==> src/rtl/hms_timer.sv <==
// Hour/minute/second timer: up-counting stopwatch or down-counting countdown
// with preset reload and a self-clearing alarm. All outputs are registered.
module hms_timer #(
  parameter int unsigned CLK_DIV   = 100_000_000,
  parameter int unsigned MAX_HOUR  = 23,
  parameter int unsigned ALARM_SEC = 10
) (
  input  logic       clk,
  input  logic       reset_p,
  input  logic       mode,
  input  logic       btn_start,
  input  logic       btn_clear,
  input  logic       inc_sec,
  input  logic       inc_min,
  input  logic       inc_hour,
  input  logic       alarm_off,
  output logic [7:0] sec,
  output logic [7:0] min,
  output logic [7:0] hour,
  output logic       running,
  output logic       alarm,
  output logic       tick
);

  localparam int unsigned DIV_W  = $clog2(CLK_DIV);
  // Two extra codes keep the counter at least one bit wide when ALARM_SEC is 0.
  localparam int unsigned ACNT_W = $clog2(ALARM_SEC + 2);

  localparam logic [DIV_W-1:0]  DIV_LAST   = DIV_W'(CLK_DIV - 1);
  localparam logic [7:0]        SEC_LAST   = 8'd59;
  localparam logic [7:0]        HOUR_LAST  = 8'(MAX_HOUR);
  localparam logic [ACNT_W-1:0] ALARM_LAST = ACNT_W'((ALARM_SEC > 0) ? ALARM_SEC - 1 : 0);
  localparam logic              ALARM_AUTO = (ALARM_SEC > 0);

  localparam logic [1:0] S_IDLE  = 2'd0;
  localparam logic [1:0] S_RUN   = 2'd1;
  localparam logic [1:0] S_PAUSE = 2'd2;
  localparam logic [1:0] S_ALARM = 2'd3;

  function automatic logic [7:0] wrap_inc(input logic [7:0] v, input logic [7:0] last);
    return (v == last) ? 8'd0 : v + 8'd1;
  endfunction

  logic [1:0]        state, state_n;
  logic [7:0]        sec_n, min_n, hour_n;
  logic [7:0]        pre_sec, pre_min, pre_hour;
  logic [7:0]        pre_sec_n, pre_min_n, pre_hour_n;
  logic              mode_q, mode_n;
  logic [DIV_W-1:0]  divider, div_n;
  logic [ACNT_W-1:0] acnt, acnt_n;
  logic              tick_n;

  logic              div_wrap;
  logic [DIV_W-1:0]  div_inc;
  logic              time_zero;
  logic              at_one;
  logic              any_inc;
  logic [7:0]        sec_e, min_e, hour_e;

  assign div_wrap  = (divider == DIV_LAST);
  assign div_inc   = div_wrap ? '0 : divider + DIV_W'(1);
  assign time_zero = (sec == 8'd0) && (min == 8'd0) && (hour == 8'd0);
  assign at_one    = (sec == 8'd1) && (min == 8'd0) && (hour == 8'd0);
  assign any_inc   = inc_sec | inc_min | inc_hour;

  // Edit increments wrap each field on its own; no carry between fields.
  assign sec_e  = inc_sec  ? wrap_inc(sec,  SEC_LAST)  : sec;
  assign min_e  = inc_min  ? wrap_inc(min,  SEC_LAST)  : min;
  assign hour_e = inc_hour ? wrap_inc(hour, HOUR_LAST) : hour;

  always_comb begin
    // NOTE: every next-state value gets a default first so no path can infer a latch.
    state_n    = state;
    sec_n      = sec;
    min_n      = min;
    hour_n     = hour;
    pre_sec_n  = pre_sec;
    pre_min_n  = pre_min;
    pre_hour_n = pre_hour;
    mode_n     = mode_q;
    div_n      = divider;
    acnt_n     = acnt;
    tick_n     = 1'b0;

    case (state)
      S_IDLE: begin
        if (btn_clear) begin
          {hour_n, min_n, sec_n}             = '0;
          {pre_hour_n, pre_min_n, pre_sec_n} = '0;
        end else if (btn_start && !(mode && time_zero)) begin
          mode_n  = mode;
          div_n   = '0;
          state_n = S_RUN;
          if (mode) {pre_hour_n, pre_min_n, pre_sec_n} = {hour, min, sec};
        end else begin
          sec_n  = sec_e;
          min_n  = min_e;
          hour_n = hour_e;
        end
      end

      S_RUN: begin
        if (btn_clear) begin
          {hour_n, min_n, sec_n} = '0;
          div_n   = '0;
          state_n = S_IDLE;
        end else if (btn_start) begin
          state_n = S_PAUSE;
        end else begin
          div_n = div_inc;
          if (div_wrap) begin
            tick_n = 1'b1;
            if (!mode_q) begin
              if (sec == SEC_LAST) begin
                sec_n = 8'd0;
                if (min == SEC_LAST) begin
                  min_n  = 8'd0;
                  hour_n = wrap_inc(hour, HOUR_LAST);
                end else begin
                  min_n = min + 8'd1;
                end
              end else begin
                sec_n = sec + 8'd1;
              end
            end else if (at_one) begin
              // Countdown reaches zero: raise the alarm on this same edge.
              {hour_n, min_n, sec_n} = '0;
              div_n   = '0;
              acnt_n  = '0;
              state_n = S_ALARM;
            end else if (sec != 8'd0) begin
              sec_n = sec - 8'd1;
            end else begin
              sec_n = SEC_LAST;
              if (min != 8'd0) begin
                min_n = min - 8'd1;
              end else begin
                min_n  = SEC_LAST;
                hour_n = hour - 8'd1;
              end
            end
          end
        end
      end

      S_PAUSE: begin
        if (btn_clear) begin
          {hour_n, min_n, sec_n} = '0;
          div_n   = '0;
          state_n = S_IDLE;
        end else if (btn_start) begin
          state_n = S_RUN;
        end
      end

      S_ALARM: begin
        if (btn_clear) begin
          {hour_n, min_n, sec_n} = '0;
          state_n = S_IDLE;
        end else if (alarm_off) begin
          {hour_n, min_n, sec_n} = {pre_hour, pre_min, pre_sec};
          state_n = S_IDLE;
        end else if (any_inc) begin
          // Time is already zero here, so the edit applies to 0:00:00.
          sec_n   = sec_e;
          min_n   = min_e;
          hour_n  = hour_e;
          state_n = S_IDLE;
        end else begin
          div_n = div_inc;
          if (div_wrap && ALARM_AUTO) begin
            if (acnt == ALARM_LAST) begin
              {hour_n, min_n, sec_n} = {pre_hour, pre_min, pre_sec};
              state_n = S_IDLE;
            end else begin
              acnt_n = acnt + ACNT_W'(1);
            end
          end
        end
      end

      default: state_n = S_IDLE;
    endcase
  end

  always_ff @(posedge clk) begin
    // NOTE: clocked state uses non-blocking assignments only, so every register samples pre-edge values.
    if (reset_p) begin
      state    <= S_IDLE;
      sec      <= '0;
      min      <= '0;
      hour     <= '0;
      pre_sec  <= '0;
      pre_min  <= '0;
      pre_hour <= '0;
      mode_q   <= 1'b0;
      divider  <= '0;
      acnt     <= '0;
      running  <= 1'b0;
      alarm    <= 1'b0;
      tick     <= 1'b0;
    end else begin
      state    <= state_n;
      sec      <= sec_n;
      min      <= min_n;
      hour     <= hour_n;
      pre_sec  <= pre_sec_n;
      pre_min  <= pre_min_n;
      pre_hour <= pre_hour_n;
      mode_q   <= mode_n;
      divider  <= div_n;
      acnt     <= acnt_n;
      running  <= (state_n == S_RUN);
      alarm    <= (state_n == S_ALARM);
      tick     <= tick_n;
    end
  end

endmodule
==> config.mk <==
export PLATFORM = sky130hd
export DESIGN_NAME = hms_timer
export DESIGN_NICKNAME = d
export VERILOG_FILES = /design/src/rtl/hms_timer.sv
export SDC_FILE = /design/constraint.sdc
export NUM_CORES = 1
export LEC_CHECK = 0
export ABC_AREA = 1
export BUFFER_PORTS_ARGS = -buffer_cell sky130_fd_sc_hd__buf_2
export CORE_MARGIN = 2
export CORE_UTILIZATION = 55
export CTS_CLUSTER_SIZE = 8
export DETAILED_ROUTE_END_ITERATION = 16
export GPL_TIMING_DRIVEN = 1
export PLACE_DENSITY = 0.84
export RECOVER_POWER = 50
export SKIP_CTS_REPAIR_TIMING = 1
export SLEW_MARGIN = 20
export SYNTH_ARGS = -nofsm -noshare
export SYNTH_HDL_FRONTEND = slang
export SYNTH_SLANG_ARGS = --single-unit
==> constraint.sdc <==
create_clock -name clk -period 2.65 [get_ports clk]
set_input_delay 0.3975 -clock clk [delete_from_list [all_inputs] [get_ports clk]]
set_output_delay 0.3975 -clock clk [all_outputs]
set_load 0.03 [all_outputs]
==> results of run 1 <==
==> flip-flops by register name, indices dropped and copies added, names as in the netlist <==
signal    count
acnt          4
alarm         1
divider      27
hour          8
min           8
mode_q        1
pre_hour      8
pre_min       8
pre_sec       8
running       1
sec           8
state         2
tick          1
==> worst max-delay path by stage <==
stage / startpoint / to / slack, ns / cells past startpoint
floorplan: min[0] / divider[14] / 0.49 / 13
global placement: min[1] / divider[16] / 0.36 / 11
CTS: min[1] / divider[26] / 0.29 / 12
detailed placement: min[1] / divider[26] / 0.32 / 12
global route: min[1] / divider[22] / 0.04 / 13
finish: min[1] / divider[26] / 0.25 / 12
==> synthesized netlist by cell type (5+ instances only) <==
cell,number
a211oi_1,6
a21oi_1,76
a22oi_1,6
a31oi_1,7
buf_2,22
buf_4,5
buf_6,7
clkbuf_1,11
dfxtp_1,85
ha_1,11
inv_1,96
inv_2,10
nand2_1,282
nand2_2,7
nand2_4,6
nand3_1,75
nand3_2,5
nand3b_1,6
nand4_1,26
nor2_1,98
nor2_2,15
nor2_4,7
nor3_1,20
nor4_1,6
o211ai_1,11
o21ai_0,44
o21ai_1,17
xor2_1,18
==> placed cells by master, fill, tap and decap left out, drive strengths merged <==
cell type and n:
o21ai 65, clkinv 4, nand4 27, o21bai 3, xnor2 3, bufinv 3, ha 11, o2111a 1
or2 2, inv 107, o22ai 1, o21a 2, o2111ai 4, xor2 18, o311ai 1, a31oi 7
nand3b 6, nor2 122, o211a 1, a211oi 7, o211ai 11, clkinvlp 1, clkbuf 39, a21oi 78
a22oi 6, dfxtp 85, nor4 6, buf 31, nand2 295, nand3 81, nor3 24
==> metrics by stage <==
step	cells	instance area (sq um)	utilization (%)
2_1_floorplan	1023	6400	-
3_3_place_gp	1179	6670	58.6
3_5_place_dp	1179	6670	58.6
4_1_cts	1195	7010	61.6
5_1_grt	1195	6950	61.1
6_report	1195	6950	61.1
==> critical path, stage by stage (launching register included) <==
cell and delay (ns):
dfxtp_1 0.50, inv_1 0.10, ha_1 0.26, nand2_4 0.11
nor2_4 0.07, nand4_2 0.10, nand2_1 0.08, o21ai_2 0.26
nand2_2 0.09, inv_2 0.40, nand3_1 0.17, nand2_1 0.10
nor2_1 0.04
==> power breakdown <==
| group | total (mW) | switching [mW] | internal [mW] | leakage, nW |
|---|---|---|---|---|
| Combinational | 1.07 | 0.747 | 0.319 | 1.95 |
| Clock | 1.46 | 0.539 | 0.921 | 0.163 |
| Sequential | 1.41 | 0.0819 | 1.33 | 0.688 |
| Total | 3.94 | 1.37 | 2.57 | 2.80 |
==> routing by layer <==
| metal | up-vias | GRT usage (%) |
|---|---|---|
| met5 | - | 0 |
| met4 | 0 | 12.9 |
| met3 | 46 | 5.28 |
| met2 | 359 | 46.5 |
| met1 | 3097 | 43.8 |
| li1 | 3423 | - |
==> kinds of logic after synthesis <==
family	count (synthesis)	synth area share (%)
xor+xnor	21	2.87
flops	85	26.6
buf+inv	156	10.8
simple gates	563	40.7
fa+ha+maj	11	2.15
compound gates	187	16.9
==> layout make-up <==
class | instances | area [sq um] | area share (%)
clock buffers | 10 | 229 | 3.30
clock inverters | 6 | 111 | 1.60
inverters | 109 | 413 | 5.94
multi-input cells | 782 | 3990 | 57.5
flip-flops and latches | 85 | 1700 | 24.5
well taps | 143 | 179 | 2.58
repair buffers | 60 | 322 | 4.63
==> metrics, run 1 <==
worst slew margin relative to its limit between 50 and 60%; WS Path Type flip-flop to flip-flop; vias in the first global route 6365; wire length after detailed routing around 19000 um; Seq cells post-synth 85; HPWL after detailed placement 13800 um; H-tree levels 3; number of stages on the worst hold path 2; Tot GR Track Use 30.9%; layout cell share with drive strength beyond 1 10.6%; Setup WS pre-CTS about 0.32 ns; Antenna Violating Nets Remaining 0; vertical extent of the die 112 um; number of synthesized flops with an enable pin 0; reg-to-reg endpoint divider[26]; worst ir drop on vdd 0.000439 V; Vias/cell just under 6; final cycle utilization of the critical path 90.5%; sum of overflow across all layers after global routing 0; buffer levels on the longest clock path 2; synth-to-layout area growth 8.58%; Routed met3 length about 1700 um; global-route wire length before repair approximately 32000 um; Die ar. approximately 13000 sq um; Worst Min Path Start reset_p; Register-to-Register Setup Slack between 0.2 and 0.3 ns; syn_nets 1043; source of the worst register-to-register timing path min[1]; leakage power summed over all cells 2.80 nW; final weighted congestion in routability-driven placement 0.970; proportion of register bits with asynchronous set or reset after synthesis 0%; path class of the lowest-slack min-delay path input pin to flip-flop; met2 WL post-DR 8350 um; number of port buffers 35; Max Fclk 417 MHz; metal1 wirelength 8470 um; share of the yosys chip area belonging to registers 26.6%; remaining design rule violation count 0; clock latency at the later pin of the worst-skew pair 0.35 ns; Die X-Extent approximately 110 um; endpoints failing hold 0; max-slew violations 0; starting density of the core a little under three fifths; data required time at the worst endpoint slightly below 3 ns; Setup Viol. Count Final 0; combined area of all synthesized cells 6400 sq um; Hold EP sec[5]; final-stage net count 1067; number of placement rows 39; maxcap violations 0; peak fanout along the critical path 30; cell type with the highest aggregate area in the netlist dfxtp_1; kind of end point of the critical path flip-flop; Synth Warn # 0; Hold Slack 0.455 ns; power density relative to cell area 567 nW/um^2; critical path data arrival time roughly 2.6 ns; Distinct cells, synth 48; total number of clock tree sinks 85; Least-Margin Pin Slew 0.653 ns; setup slack after layout approximately 0.25 ns; Filler Cell Count roughly 1.1k; largest cells by area after synthesis dfxtp_1, nand2_1, a21oi_1; CTS clk-pin slew, worst paths roughly 0.06 ns; Startpoint Class flip-flop; per-instance average area after synthesis 6.25 sq um; DR iter-0 viols 816; Main synth FF type dfxtp_1; setup repair after global routing missed its margin false; # IOs 36; status finished, final reports clean; PnR Total Power slightly below 4 mW; fraction of post-synthesis cell area in the top cell type by area 26.6%; largest net degree at the start of global routing 36; Ant. Diodes 0; final worst clock skew between 0.006 and 0.007 ns; cells on worst reg2reg path 12; wire length per cell 15.9 um; via count 6925; TritonCTS clock tree yes; Syn Inst Count around 1.0k; Total Negative Setup Slacks 0 ns; library cell used as clock root buffer clkbuf_16; top layer in use met4; number of detailed-route iterations in the first pass 5; number of buffers inserted during clock tree synthesis 9; number of antenna violations at the first check in global routing 0; core area 11400 sq um; Period minus WS final 2.40 ns
(Power assumes the default switching activity.)
==> run 2: changes to the inputs <==
- CORE_UTILIZATION: 55 -> 50
- PLACE_DENSITY: 0.84 -> 0.78
==> metrics, run 2 (same netlist as run 1, synthesis figures left out) <==
power density relative to cell area 559 nW/um^2 (-1.4%); max-slew violations 0 (unchanged); number of placement rows 41 (+5.1%); clock latency at the later pin of the worst-skew pair 0.35 ns (about the same); register with the most flip-flops divider; kind of end point of the critical path flip-flop; Antenna Violating Nets Remaining 0 (unchanged); wire length per cell 15.3 um (-3.4%); core area 12600 sq um (+11%); critical path data arrival time 2.66 ns (+0.02 ns); Ant. Diodes 0 (unchanged); synth-to-layout area growth 8.86%; Final Instance Area 6970 sq um (+0.25%); Die X-Extent 117 um (+4.7%); vias in the first global route 6199 (-2.6%); TritonCTS clock tree yes; most frequent cells in the layout nand2_1, nor2_1, inv_1; number of detailed-route iterations in the first pass 6 (+1); starting density of the core 50.9% (-5.4 points); vertical extent of the die 117 um (+4.7%); DR iter-0 viols 847 (+3.8%); # IOs 36 (unchanged); layout cell share with drive strength beyond 1 10.6% (-0.085 points); number of buffers inserted during clock tree synthesis 9 (unchanged); Startpoint Class flip-flop; Setup Viol. Count Final 0 (unchanged); data required time at the worst endpoint 2.92 ns (+0.03 ns); Die ar. 13700 sq um (+9.6%); Max Fclk 419 MHz (+0.47%); peak fanout along the critical path 11 (-63%); worst slew margin relative to its limit 56.4% (about the same); global-route wire length before repair 31000 um (-2.0%); sum of overflow across all layers after global routing 0 (unchanged); largest net degree at the start of global routing 34 (-5.6%); number of flip-flops in the largest register 27 (unchanged); Vias/cell 5.68 (-2.0%); final cycle utilization of the critical path 90.0% (-0.43 points); total placed instance area 6690 sq um (+0.43%); status finished, final reports clean; final worst clock skew 0.00814 ns (+0.00204 ns); non-filler instance count after layout 1223 (+2.3%); path class of the lowest-slack min-delay path flip-flop to flip-flop; final-stage net count 1066 (-0.094%); remaining design rule violation count 0 (unchanged); number of port buffers 35 (unchanged); commonest non-fill, non-tap cell in the layout nand2_1; Setup WS pre-CTS 0.339 ns (+0.0197 ns); H-tree levels 3 (unchanged); worst ir drop on vdd 0.000281 V (-36%); Total Negative Setup Slacks 0 ns (unchanged); setup slack after layout 0.264 ns (+0.0113 ns); HPWL after detailed placement 13600 um (-1.7%); Least-Margin Pin Slew 0.651 ns (-0.00192 ns); WS Path Type flip-flop to flip-flop; wire length after detailed routing 18700 um (-1.2%); final weighted congestion in routability-driven placement 0.960 (-1.0%); leakage power summed over all cells 2.79 nW (-0.65%); library cell used as clock root buffer clkbuf_16; number of antenna violations at the first check in global routing 0 (unchanged); buffer levels on the longest clock path 2 (unchanged); cell total after placement 1207 (+2.4%); via count 6949 (+0.35%); Tot GR Track Use 28.8% (-2.1 points); Period minus WS final 2.39 ns (-0.0113 ns); setup repair after global routing missed its margin false; maxcap violations 0 (unchanged); CTS clk-pin slew, worst paths 0.06 ns (about the same); total number of clock tree sinks 85 (unchanged); Filler Cell Count 1243 (+16%); endpoints failing hold 0 (unchanged)
## run 2: changes by cell type in the layout (fill, tap and decap cells not counted), sizes merged
| cell | previous run | this run |
|---|---|---|
| inv | 107 | 106 |
| bufinv | 3 | 2 |
| clkbuf | 39 | 41 |
| clkinv | 4 | 3 |
## run 2: final timing paths
path | from | endpoint | slack, ns | cells past startpoint
worst min-delay path | pre_hour[5] | pre_hour[5] | 0.46 | 2
worst max-delay path | min[0] | sec[3] | 0.26 | 10
worst min register to register | pre_hour[5] | pre_hour[5] | 0.46 | 2
worst max register to register | min[0] | sec[3] | 0.26 | 10
## run 2: metal layers
metal  vias up  track usage [%]  wire, um
met5         -                0         0
met4         0             11.5       398
met3        37             3.50      1570
met2       335             43.1      8210
met1      3159             41.9      8560
li1       3418                -         -
## run 2: report_power, final
part           switching, mW  total, mW  internal, mW
combinational          0.757       1.08         0.319
sequential            0.0764       1.40          1.33
clock                  0.533       1.41         0.878
total                   1.37       3.89          2.53
## run 2: critical path, cell delays in order, from the launching register on
cell	delay (ns)
dfxtp_1	0.31
inv_1	0.18
ha_1	0.30
nand2_4	0.09
nor2_4	0.21
nand4_1	0.15
nand3_1	0.20
nand3_4	0.23
inv_1	0.36
o21ai_1	0.10
a31oi_1	0.17
## run 2: cell type report
cell class              instances  area, sq um  area share [%]
multi-input cells             782         3990            57.3
flip-flops and latches         85         1700            24.4
inverters                     109          413            5.93
repair buffers                 59          319            4.58
clock buffers                  13          260            3.74
well taps                     172          215            3.09
clock inverters                 3         67.6           0.970
## run 2: through the flow
step / util (%) / hold WS (ns) / total power [mW]
floorplan: - / 0.439 / 2.25
global placement: 53.3 / 0.450 / 2.50
detailed placement: 53.3 / 0.453 / 2.50
CTS: 55.9 / 0.464 / 3.91
global route: 55.4 / 0.485 / 4.08
finish: 55.4 / 0.461 / 3.89
==> run 3: changes to the inputs <==
- SETUP_SLACK_MARGIN: default -> 0.3
==> metrics, run 3 (same netlist as run 1, synthesis figures left out) <==
synth-to-layout area growth 9.19%; kind of end point of the critical path flip-flop; register with the most flip-flops divider; sum of overflow across all layers after global routing 0 (unchanged); cell with the largest stage delay on the worst path clkbuf_2; number of placement rows 41 (unchanged); Startpoint Class flip-flop; Switching Power 1.38 mW (+0.88%); final-stage net count 1066 (unchanged); total number of clock tree sinks 85 (unchanged); CTS clk-pin slew, worst paths 0.06 ns (about the same); switching power share of the total 35.2% (+0.15 points); # IOs 36 (unchanged); core area 12600 sq um (unchanged); clock latency at the later pin of the worst-skew pair 0.35 ns (about the same); Setup WS pre-CTS 0.339 ns (unchanged); leakage power summed over all cells 2.79 nW (+0.24%); Tot GR Track Use 28.8% (unchanged); starting density of the core 50.9% (unchanged); data required time at the worst endpoint 2.93 ns (about the same); vias in the first global route 6199 (unchanged); peak fanout along the critical path 24 (+13); TritonCTS clock tree yes; Antenna Violating Nets Remaining 0 (unchanged); DR iter-0 viols 838 (-1.1%); reg-to-reg endpoint pre_min[6]; Critical Path Most Common Cell nand2_1; critical path data arrival time 2.57 ns (-0.09 ns); clock network fraction of design power 36.2% (about the same); Final Instance Area 6990 sq um (+0.31%); remaining design rule violation count 0 (unchanged); number of flip-flops in the largest register 27 (unchanged); worst ir drop on vdd 0.000285 V (+1.2%); global-route wire length before repair 31000 um (unchanged); via count 6925 (-0.35%); buffer levels on the longest clock path 2 (unchanged); final weighted congestion in routability-driven placement 0.960 (unchanged); peak per-stage delay on the critical path 0.49 ns (+0.13 ns); endpoints failing hold 0 (unchanged); Die ar. 13700 sq um (unchanged); vertical extent of the die 117 um (unchanged); internal portion of total power 2.53 mW (+0.23%); Setup Viol. Count Final 0 (unchanged); cells on worst reg2reg path 11 (+1); Die X-Extent 117 um (unchanged); number of port buffers 35 (unchanged); power share of the combinational group 27.9% (+0.2 points); most frequent cells in the layout nand2_1, nor2_1, inv_1; non-filler instance count after layout 1223 (unchanged); H-tree levels 3 (unchanged); Vias/cell 5.66 (-0.35%); Period minus WS final 2.30 ns (-0.0900 ns); HPWL after detailed placement 13600 um (unchanged); largest net degree at the start of global routing 34 (unchanged); start point of the critical path min[0]; commonest non-fill, non-tap cell in the layout nand2_1; WS Path Type flip-flop to flip-flop; cell total after placement 1207 (unchanged); final worst clock skew 0.00847 ns (+0.000325 ns); power density relative to cell area 560 nW/um^2 (+0.15%); wire length per cell 15.4 um (+0.43%); max-slew violations 0 (unchanged); path class of the lowest-slack min-delay path flip-flop to flip-flop; maxcap violations 0 (unchanged); setup slack after layout 0.354 ns (+0.0900 ns); Total Negative Setup Slacks 0 ns (unchanged); number of detailed-route iterations in the first pass 6 (unchanged); number of antenna violations at the first check in global routing 0 (unchanged); Least-Margin Pin Slew 0.602 ns (-0.0490 ns); source of the worst register-to-register timing path min[0]; worst path cell trace inv_1 > ha_1 > nand2_4 > nor2_8 > nand4_1 > nand2_1 > o21ai_0 > nand2_1 > clkbuf_2 > nand2_1 > a21oi_1; termination of the worst setup path pre_min[6]; Worst Min Path Start pre_hour[5]; worst slew margin relative to its limit 59.9% (+3.4 points); Register-to-Register Setup Slack 0.35 ns (+0.09 ns); Max Fclk 436 MHz (+3.9%); wire length after detailed routing 18800 um (+0.43%); final cycle utilization of the critical path 86.6% (-3.4 points); status finished, final reports clean; setup repair after global routing missed its margin false; layout cell share with drive strength beyond 1 11.0% (+0.48 points); Ant. Diodes 0 (unchanged); power share of the sequential group 36.0% (about the same); total placed instance area 6690 sq um (unchanged); number of buffers inserted during clock tree synthesis 9 (unchanged); library cell used as clock root buffer clkbuf_16
[run 3: power groups by stage]
stage / sequential, mW / clock [mW] / combinational [mW]
final: 1.41 / 1.42 / 1.09
after floorplan: 1.47 / 0 / 0.776
after global placement: 1.43 / 0 / 1.07
after global routing: 1.41 / 1.48 / 1.19
after CTS: 1.40 / 1.43 / 1.08
after detailed placement: 1.43 / 0 / 1.07
[run 3: how the worst min path moves through the flow]
stage,endpoint,cells after the start
finish,pre_hour[5],2
global route,pre_sec[1],2
CTS,pre_sec[6],2
detailed placement,pre_sec[6],2
global placement,pre_sec[1],2
floorplan,pre_hour[1],2
[run 3: layout make-up]
| cell class | instances | area, sq um |
|---|---|---|
| flip-flops and latches | 85 | 1700 |
| fillers | 1247 | 5580 |
| well taps | 172 | 215 |
| clock buffers | 13 | 260 |
| inverters | 109 | 415 |
| repair buffers | 59 | 319 |
| clock inverters | 3 | 67.6 |
| multi-input cells | 782 | 4010 |
[run 3: per-layer routing]
layer / global-route usage (%) / part of all wire (%)
met4: 11.5 / 2.1
met3: 3.50 / 8.2
met1: 41.9 / 46
met5: 0 / 0
met2: 43.1 / 44
[run 3: metrics by stage]
step | power (mW) | util [%] | hold WS (ns)
finish | 3.91 | 55.6 | 0.462
floorplan | 2.25 | - | 0.439
global placement | 2.50 | 53.3 | 0.450
global route | 4.09 | 55.6 | 0.485
CTS | 3.91 | 55.9 | 0.464
detailed placement | 2.50 | 53.3 | 0.453
[run 3: critical path: cells and delay by family (launching register included)]
| kind | cells | cell delay (ns) |
|---|---|---|
| compound gates | 2 | 0.25 |
| flops | 1 | 0.31 |
| simple gates | 6 | 0.71 |
| buf+inv | 2 | 0.66 |
| fa+ha+maj | 1 | 0.30 |
